**config.mk**
```make
export PLATFORM = sky130hd
export DESIGN_NAME = ysyx_24070003_ifu_fq
export DESIGN_NICKNAME = d
export VERILOG_FILES = /design/src/rtl/ysyx_24070003_ifu_fq.sv
export SDC_FILE = /design/constraint.sdc
export NUM_CORES = 1
export LEC_CHECK = 0
export BUFFER_PORTS_ARGS = -buffer_cell sky130_fd_sc_hd__buf_2
export CORE_UTILIZATION = 61
export DETAILED_ROUTE_END_ITERATION = 12
export GPL_ROUTABILITY_DRIVEN = 0
export PLACE_DENSITY = 0.82
export RECOVER_POWER = 50
export SLEW_MARGIN = 20
export SYNTH_ARGS = -nofsm -noshare
export SYNTH_HDL_FRONTEND = slang
export SYNTH_SLANG_ARGS = --single-unit
```
**constraint.sdc**
```tcl
create_clock -name clock -period 4.3 [get_ports clock]
set_clock_uncertainty 0.15 [all_clocks]
set_input_delay 0.645 -clock clock [delete_from_list [all_inputs] [get_ports clock]]
set_output_delay 0.645 -clock clock [all_outputs]
set_load 0.01 [all_outputs]
```
**src/rtl/ysyx_24070003_ifu_fq.sv**
```systemverilog
// Instruction fetch unit with a credit-bounded multi-outstanding I-cache port
// and a small FIFO decoupling fetch from decode; stale responses are squashed by count.
module ysyx_24070003_ifu_fq #(
  parameter logic [31:0] RESET_PC  = 32'h3000_0000,
  parameter int          FQ_DEPTH  = 4,
  parameter int          MAX_OUTST = 2,
  parameter int          CNT_W     = 64
) (
  input  logic             clock,
  input  logic             rstn,
  input  logic             exu_ifu_flush,
  input  logic [31:0]      exu_ifu_pc,
  input  logic             fence_i,
  input  logic             stall,
  output logic             ifu_icache_arvalid,
  output logic [31:0]      ifu_icache_araddr,
  input  logic             icache_ifu_arready,
  input  logic             icache_ifu_rvalid,
  input  logic [31:0]      icache_ifu_rdata,
  input  logic [31:0]      icache_ifu_raddr,
  input  logic [1:0]       icache_ifu_resp,
  output logic             ifu_idu_valid,
  output logic [31:0]      ifu_idu_instr,
  output logic [31:0]      ifu_idu_pc,
  output logic             ifu_idu_fault,
  input  logic             idu_ifu_ready,
  output logic             fence_idle,
  output logic [CNT_W-1:0] ifu_count
);

  localparam int PTR_W = (FQ_DEPTH > 1) ? $clog2(FQ_DEPTH) : 1;
  localparam int OCC_W = $clog2(FQ_DEPTH + 1);
  localparam int OUT_W = $clog2(MAX_OUTST + 1);
  localparam int SUM_W = $clog2(FQ_DEPTH + MAX_OUTST + 1);

  localparam logic [OCC_W-1:0] OCC_FULL = OCC_W'(FQ_DEPTH);
  localparam logic [OUT_W-1:0] OUT_MAX  = OUT_W'(MAX_OUTST);
  localparam logic [SUM_W-1:0] SUM_LIM  = SUM_W'(FQ_DEPTH);

  typedef struct packed {
    logic [31:0] instr;
    logic [31:0] pc;
    logic        fault;
  } fq_entry_t;

  logic [31:0]      pc_q, pc_d;
  fq_entry_t        fq_q [FQ_DEPTH];
  fq_entry_t        fq_d [FQ_DEPTH];
  logic [PTR_W-1:0] rd_ptr_q, rd_ptr_d;
  logic [PTR_W-1:0] wr_ptr_q, wr_ptr_d;
  logic [OCC_W-1:0] occ_q, occ_d;
  logic [OUT_W-1:0] outst_q, outst_d;
  logic [OUT_W-1:0] drop_q, drop_d;
  logic [CNT_W-1:0] count_q, count_d;

  logic             issue;
  logic             push;
  logic             pop;
  logic [SUM_W-1:0] credit_sum;
  fq_entry_t        head;

  // Issue only while queued plus in-flight entries leave room, so every response has a slot.
  always_comb begin
    credit_sum         = SUM_W'(occ_q) + SUM_W'(outst_q);
    ifu_icache_arvalid = rstn && !stall && !exu_ifu_flush && !fence_i &&
                         (outst_q < OUT_MAX) && (credit_sum < SUM_LIM);
    ifu_icache_araddr  = pc_q;
    issue              = ifu_icache_arvalid && icache_ifu_arready;
    push               = icache_ifu_rvalid && (drop_q == '0) && !exu_ifu_flush;
    pop                = (occ_q != '0) && idu_ifu_ready && !exu_ifu_flush;
  end

  always_comb begin
    pc_d     = pc_q;
    fq_d     = fq_q;
    rd_ptr_d = rd_ptr_q;
    wr_ptr_d = wr_ptr_q;
    occ_d    = occ_q;
    drop_d   = drop_q;
    count_d  = count_q;
    outst_d  = outst_q + OUT_W'(issue) - OUT_W'(icache_ifu_rvalid);

    if (exu_ifu_flush) begin
      // Everything still in flight after this cycle belongs to the old path.
      pc_d     = exu_ifu_pc;
      rd_ptr_d = '0;
      wr_ptr_d = '0;
      occ_d    = '0;
      drop_d   = outst_q - OUT_W'(icache_ifu_rvalid);
    end else begin
      if (issue) begin
        pc_d = pc_q + 32'd4;
      end
      if (icache_ifu_rvalid && (drop_q != '0)) begin
        drop_d = drop_q - OUT_W'(1);
      end
      if (push) begin
        fq_d[wr_ptr_q] = '{instr: icache_ifu_rdata,
                           pc:    icache_ifu_raddr,
                           fault: (icache_ifu_resp != 2'b00)};
        wr_ptr_d       = wr_ptr_q + PTR_W'(1);
      end
      if (pop) begin
        rd_ptr_d = rd_ptr_q + PTR_W'(1);
        count_d  = count_q + CNT_W'(1);
      end
      occ_d = occ_q + OCC_W'(push) - OCC_W'(pop);
    end
  end

  always_ff @(posedge clock or negedge rstn) begin
    if (!rstn) begin
      pc_q     <= RESET_PC;
      fq_q     <= '{default: '0};
      rd_ptr_q <= '0;
      wr_ptr_q <= '0;
      occ_q    <= '0;
      outst_q  <= '0;
      drop_q   <= '0;
      count_q  <= '0;
    end else begin
      pc_q     <= pc_d;
      fq_q     <= fq_d;
      rd_ptr_q <= rd_ptr_d;
      wr_ptr_q <= wr_ptr_d;
      occ_q    <= occ_d;
      outst_q  <= outst_d;
      drop_q   <= drop_d;
      count_q  <= count_d;
    end
  end

  always_comb begin
    head          = fq_q[rd_ptr_q];
    ifu_idu_valid = (occ_q != '0);
    ifu_idu_instr = head.instr;
    ifu_idu_pc    = head.pc;
    ifu_idu_fault = ifu_idu_valid && head.fault;
    fence_idle    = (outst_q == '0) && (occ_q == '0);
    ifu_count     = count_q;
  end

  a_no_push_full: assert property (@(posedge clock) disable iff (!rstn)
    !(push && (occ_q == OCC_FULL)));
  a_no_resp_idle: assert property (@(posedge clock) disable iff (!rstn)
    !(icache_ifu_rvalid && (outst_q == '0)));

endmodule

```
# Word level (Yosys, flattened, before mapping)
# Cells that the tools add are included.
dict set report word_totals {
  ff_bits 367
  output_inout_bits 164
  word_cells 82
}
dict set report classes {
  n_addsub 11
  order_cmp 5
  n_mux 15
  n_bitwise 3
  reduce_logical 29
}
# cell n
set ops {}
lappend ops {{$bwmux 260} 1}
lappend ops {{$mux 65} 3}
lappend ops {{$bmux 65 s2} 1}
lappend ops {{$demux 65 s2} 1}
lappend ops {{$add 64x1->64 const B} 1}
lappend ops {{$mux 32} 2}
lappend ops {{$add 32x3->32 const B} 1}
lappend ops {{$logic_and 1x1->1} 14}
lappend ops {{$mux 2} 6}
lappend ops {{$reduce_bool 2->1} 6}
lappend ops {{$ge 3x3->1 const B} 2}
lappend ops {{$not 2->3} 2}
lappend ops {{$add 2x1->2 const B} 2}
lappend ops {{$logic_not 2->1} 2}
lappend ops {{$reduce_and 2->1} 2}
lappend ops {{$sub 2x1->2} 2}
lappend ops {{$add 3x1->3} 1}
lappend ops {{$add 3x2->3} 1}
lappend ops {{$logic_not 1->1} 3}
lappend ops {{$logic_not 3->1} 1}
lappend ops {{$lt 3x1->1 const B} 1}
lappend ops {{$lt 3x3->1 const B} 1}
lappend ops {{$mux 3} 1}
lappend ops {{$reduce_bool 3->1} 1}
lappend ops {{5 further kinds} 5}

# Depth between registers and ports, before layout
dict set report logic_depth {
  depth_word 9
  depth_mapped 12
  mapped_depth_nobuf 12
}

# Worst setup path after synthesis
# OpenSTA, ideal clock, no wires.
dict set report synth_timing {
  path_kind {reg-to-reg}
  start {reg occ_q[2]}
  end {reg occ_q[2]}
  setup_ps 132
  arrival_ps 2464
  path_slack_ps 1555
  path_stages_with_launch 12
  path_buffers 1
  period_less_slack_ps 2745
  cell_sequence {dfrtp_1 -> nor3_2 -> inv_1 -> and3_1 -> clkbuf_1 -> ha_1 -> inv_1 -> ha_1 -> inv_1 -> fa_1 -> xnor2_1 -> nor2_1}
}
dict set report synth_via {
  elab_chain_len 5
  elab_cells_between_ends 6
  cone_classes {add/sub: 2; mux: 1; reduce/logical: 3}
}
# item line_no
set synth_rtl {}
lappend synth_rtl {{from (decl)} 51} ;# logic [OCC_W-1:0] occ_q, occ_d;
lappend synth_rtl {{from (signal assigned)} 117} ;# occ_q <= '0;
lappend synth_rtl {{from (signal assigned)} 126} ;# occ_q <= occ_d;
lappend synth_rtl {{$reduce_bool 3->1} n/a}
lappend synth_rtl {{named net ifu_idu_valid} 22} ;# output logic ifu_idu_valid,
lappend synth_rtl {{$logic_and 1x1->1 (2 in series)} 70} ;# pop = (occ_q != '0) && idu_ifu_ready && !exu_ifu_flush;
lappend synth_rtl {{$sub 3x1->3} 107} ;# occ_d = occ_q + OCC_W'(push) - OCC_W'(pop);
lappend synth_rtl {{$mux 3} 83} ;# if (exu_ifu_flush) begin
lappend synth_rtl {{named net occ_d[2]} 51}
# The timed path passes the listed nets, and every way through them passes these cells.
# A chain may end at the register's enable or synchronous reset.

# Worst setup path in the final report
dict set report layout_timing {
  start {in exu_ifu_flush}
  end {reg count_q[48] (netlist: ifu_count[48])}
}
dict set report layout_via {
  elab_chain_len 3
  elab_cells_between_ends 4
  cone_classes {bitwise: 1; reduce/logical: 3}
}
# item line_no
set layout_rtl {}
lappend layout_rtl {{from (decl)} 11} ;# input logic exu_ifu_flush,
lappend layout_rtl {{$logic_not 1->1} 70}
lappend layout_rtl {{$logic_and 1x1->1} 70}
lappend layout_rtl {{$reduce_and 2->1 (no source line) *} n/a}
lappend layout_rtl {{to (signal assigned)} 129} ;# count_q <= count_d;
lappend layout_rtl {{to (decl)} 54} ;# logic [CNT_W-1:0] count_q, count_d;
# Mark *: on every way between the ends. The rest lies on a longest branch, timed or not.

==> summary.txt <==
Synthesis
  • Synth top area share: 54.7%
  • Synth cell count leaders: dfrtp_1 (365), mux2_2 (259), mux4_2 (65)
  • Seq cells post-synth: 367
  • Synthesized net count: approximately 1300
  • Syn Area/Cell: around 14 um^2
  • Ys async rst share: 100%
  • Post-synth top area cell: dfrtp_1
  • Top FF cell, synth: dfrtp_1
  • Sequential area share after synthesis: 55.0%
  • Number of distinct library cells after synthesis: 59
  • Area contributors post-synth: dfrtp_1 (55%), mux2_2 (17%), mux4_2 (8.8%)
  • Mapped Area: 16700 um^2
  • Ys Warns: 0
  • Number of flops mapped to enable cells by yosys: 0
  • Synthesized instance count: 1198
  • Dominant cell by count in the synthesized netlist: dfrtp_1

GRT
  • GRT Overall Usage: ~28%
  • Initial antenna violation count: 5
  • Vias in the first global route: 11807
  • Total global routing overflow: 0
  • First-pass GRT wire length: 62400 um
  • Largest net degree at the start of global routing: 85

Timing
  • Setup tns final: 0 ns
  • Worst-Margin Slew: 2.00 ns
  • Period utilization: around 83%
  • Max_slew headroom: -33.7%
  • Pins Over Slew Limit: 231
  • Hold slack: 0.189 ns
  • Fmax: 281 MHz
  • Final Hold Fails: 0
  • RSZ-0062 raised after global routing: no
  • Setup violations, final: 0
  • Tmin final: ~3.6 ns

Setup path
  • Critical-path cell list: clkbuf_1 > nand3b_1 > nor4_1 > nand4_2 > nor4_1 > xor2_1
  • CP required: 4.59 ns
  • Slowest-stage cell, CP: nor4_1
  • Crit path largest cell delay: 1.41 ns
  • Worst setup path class: in -> reg
  • Maximum fanout along the worst path: 16
  • Reg2reg setup slack: between 0.7 and 0.8 ns
  • Critical Path AT: around 3.9 ns
  • CP Capture Type: register
  • Cell mode on critical path: nor4_1
  • Type of origin of the critical path: primary input

Clock tree
  • CTS tree: done
  • Sink Count: about 370
  • Post CTS Setup Buffer Count: 0
  • Clk pin slew, worst setup/hold paths: 0.06 ns
  • Worst-skew pair later-pin latency: about 0.52 ns
  • Resized cells post-CTS: 0
  • Clk buf depth: 3
  • Clock Tree Root: clkbuf_16
  • Inserted Clock Buffers: 39
  • CTS H-Tree Depth: 2
  • Post-CTS Hold Buffers: 1

Die
  • Die height: 168 um
  • Initial Util: 62.2%
  • I/O pins: 270
  • CORE AREA: 26900 um^2
  • Cell row count: 60
  • Die area: 28100 um^2
  • Die W: ~170 um

Detailed routing
  • Via count: 11138
  • DR top layer: met5
  • 1st-pass router iterations: 5
  • Met1 wire length: 15400 um
  • DRC viols: 0
  • Post-Route WL: 37700 um
  • Final ANT Viol Nets: 0
  • DR vias/cell: 6.06
  • Drt wl/cell: just over 20 um
  • 1st-iter DRT viols: 613
  • Met3 wire len: 2410 um
  • Metal2 WL: roughly 19000 um

Cells and area
  • Area grow syn2layout: 17.5%
  • # nets final: between 1500 and 2000
  • Layout cells sized above 1: roughly 40%
  • Fill count: 1850

Placed design
  • Port Buffer Count: 269
  • Dpl hpwl: roughly 25000 um

Power
  • Power per standard cell area: 564 nW/um^2
  • Leakage power: 0.00934 uW
  • Worst IR Drop VDD: 0.405 mV

Worst hold path
  • Worst min-delay path class: in -> reg

Outcome
  • Outcome: complete, but fails checks
  • Failing checks: max-capacitance violations, max-slew violations

Flow run
  • Max-Cap Viols: 4
## report_power, final
part	switching [uW]	internal, uW
Clock	1340	2070
Sequential	504	4190
Combinational	1310	1650
## logic make-up (layout without fill, tap and decap cells)
logic type | Yosys count | count (layout) | synth area share [%]
xor gates and xnor gates | 74 | 74 | 3.88
DFF | 367 | 367 | 55.0
muxes | 324 | 324 | 26.2
adders and majority gates | 14 | 14 | 1.09
buffers and inverters | 87 | 384 | 2.05
other | 0 | 2 | 0
AOI/OAI and AO/OA | 85 | 85 | 3.49
and+or+nand+nor | 247 | 247 | 8.30
## state kept, by name, summed over array words and instances, names as in the netlist
register           flops
fq_q                 260
ifu_count             64
ifu_icache_araddr     32
occ_q                  3
drop_q                 2
outst_q                2
rd_ptr_q               2
wr_ptr_q               2
## final cells by class
class	count	area (um^2)	share of cell area [%]
timing repair buffer	289	1450	7.37
tap	341	427	2.17
clock buffer	54	1120	5.72
inverter	27	101	0.516
multi-input combinational	744	7150	36.4
antenna	2	5.00	0.0255
sequential	367	9190	46.8
clock inverter	14	189	0.962
## per-layer routing
| metal | vias to the layer above | global-route usage, % |
|---|---|---|
| met2 | 383 | 47.0 |
| met4 | 6 | 7.70 |
| met1 | 5709 | 37.0 |
| li1 | 4966 | - |
| met5 | - | 0 |
| met3 | 74 | 5.70 |
## final timing paths
check                                           from                          endpoint  cells after the start
setup / recovery                       exu_ifu_flush         ifu_count[48]$_DFFE_PN0P_                      6
hold / removal                         exu_ifu_pc[9]  ifu_icache_araddr[9]$_DFFE_PN0P_                      3
setup reg to reg            ifu_count[0]$_DFFE_PN0P_         ifu_count[48]$_DFFE_PN0P_                      6
hold reg to reg            ifu_count[63]$_DFFE_PN0P_         ifu_count[63]$_DFFE_PN0P_                      1
max in group asynchronous                       rstn           rd_ptr_q[1]$_DFFE_PN0P_                      3
min in group asynchronous                       rstn              fq_q[94]$_DFFE_PN0P_                      2
## cells in the final DEF, fill, tap and decap left out, drive strengths merged, types with 13 or more instances in the layout
cell type,count
mux2,259
nand4,32
o21ai,27
nand2,57
nor2,37
xnor2,37
dfrtp,365
mux4,65
inv,26
buf,187
nor3,24
ha,13
clkbuf,155
xor2,37
nor4,13
nand3,39
## critical path, delay by kind of cell
family,cells,cell delay [ns]
xor gates and xnor gates,1,0.18
and+or+nand+nor,4,2.68
buffers and inverters,1,0.32
## stage by stage
| step | cells | power, uW | instance area, um^2 | util (%) | worst slack, ns |
|---|---|---|---|---|---|
| after floorplan | 1198 | 6600 | 16700 | - | 1.55 |
| after global placement | 1767 | 7610 | 18500 | 68.8 | 1.20 |
| after detailed placement | 1767 | 7760 | 18500 | 68.8 | 1.11 |
| after CTS | 1836 | 11200 | 19800 | 73.7 | 0.952 |
| after global routing | 1838 | 11600 | 19600 | 73.0 | 0.603 |
| final | 1838 | 11100 | 19600 | 73.0 | 0.744 |
Note: power is estimated with default switching activity, not from simulation.
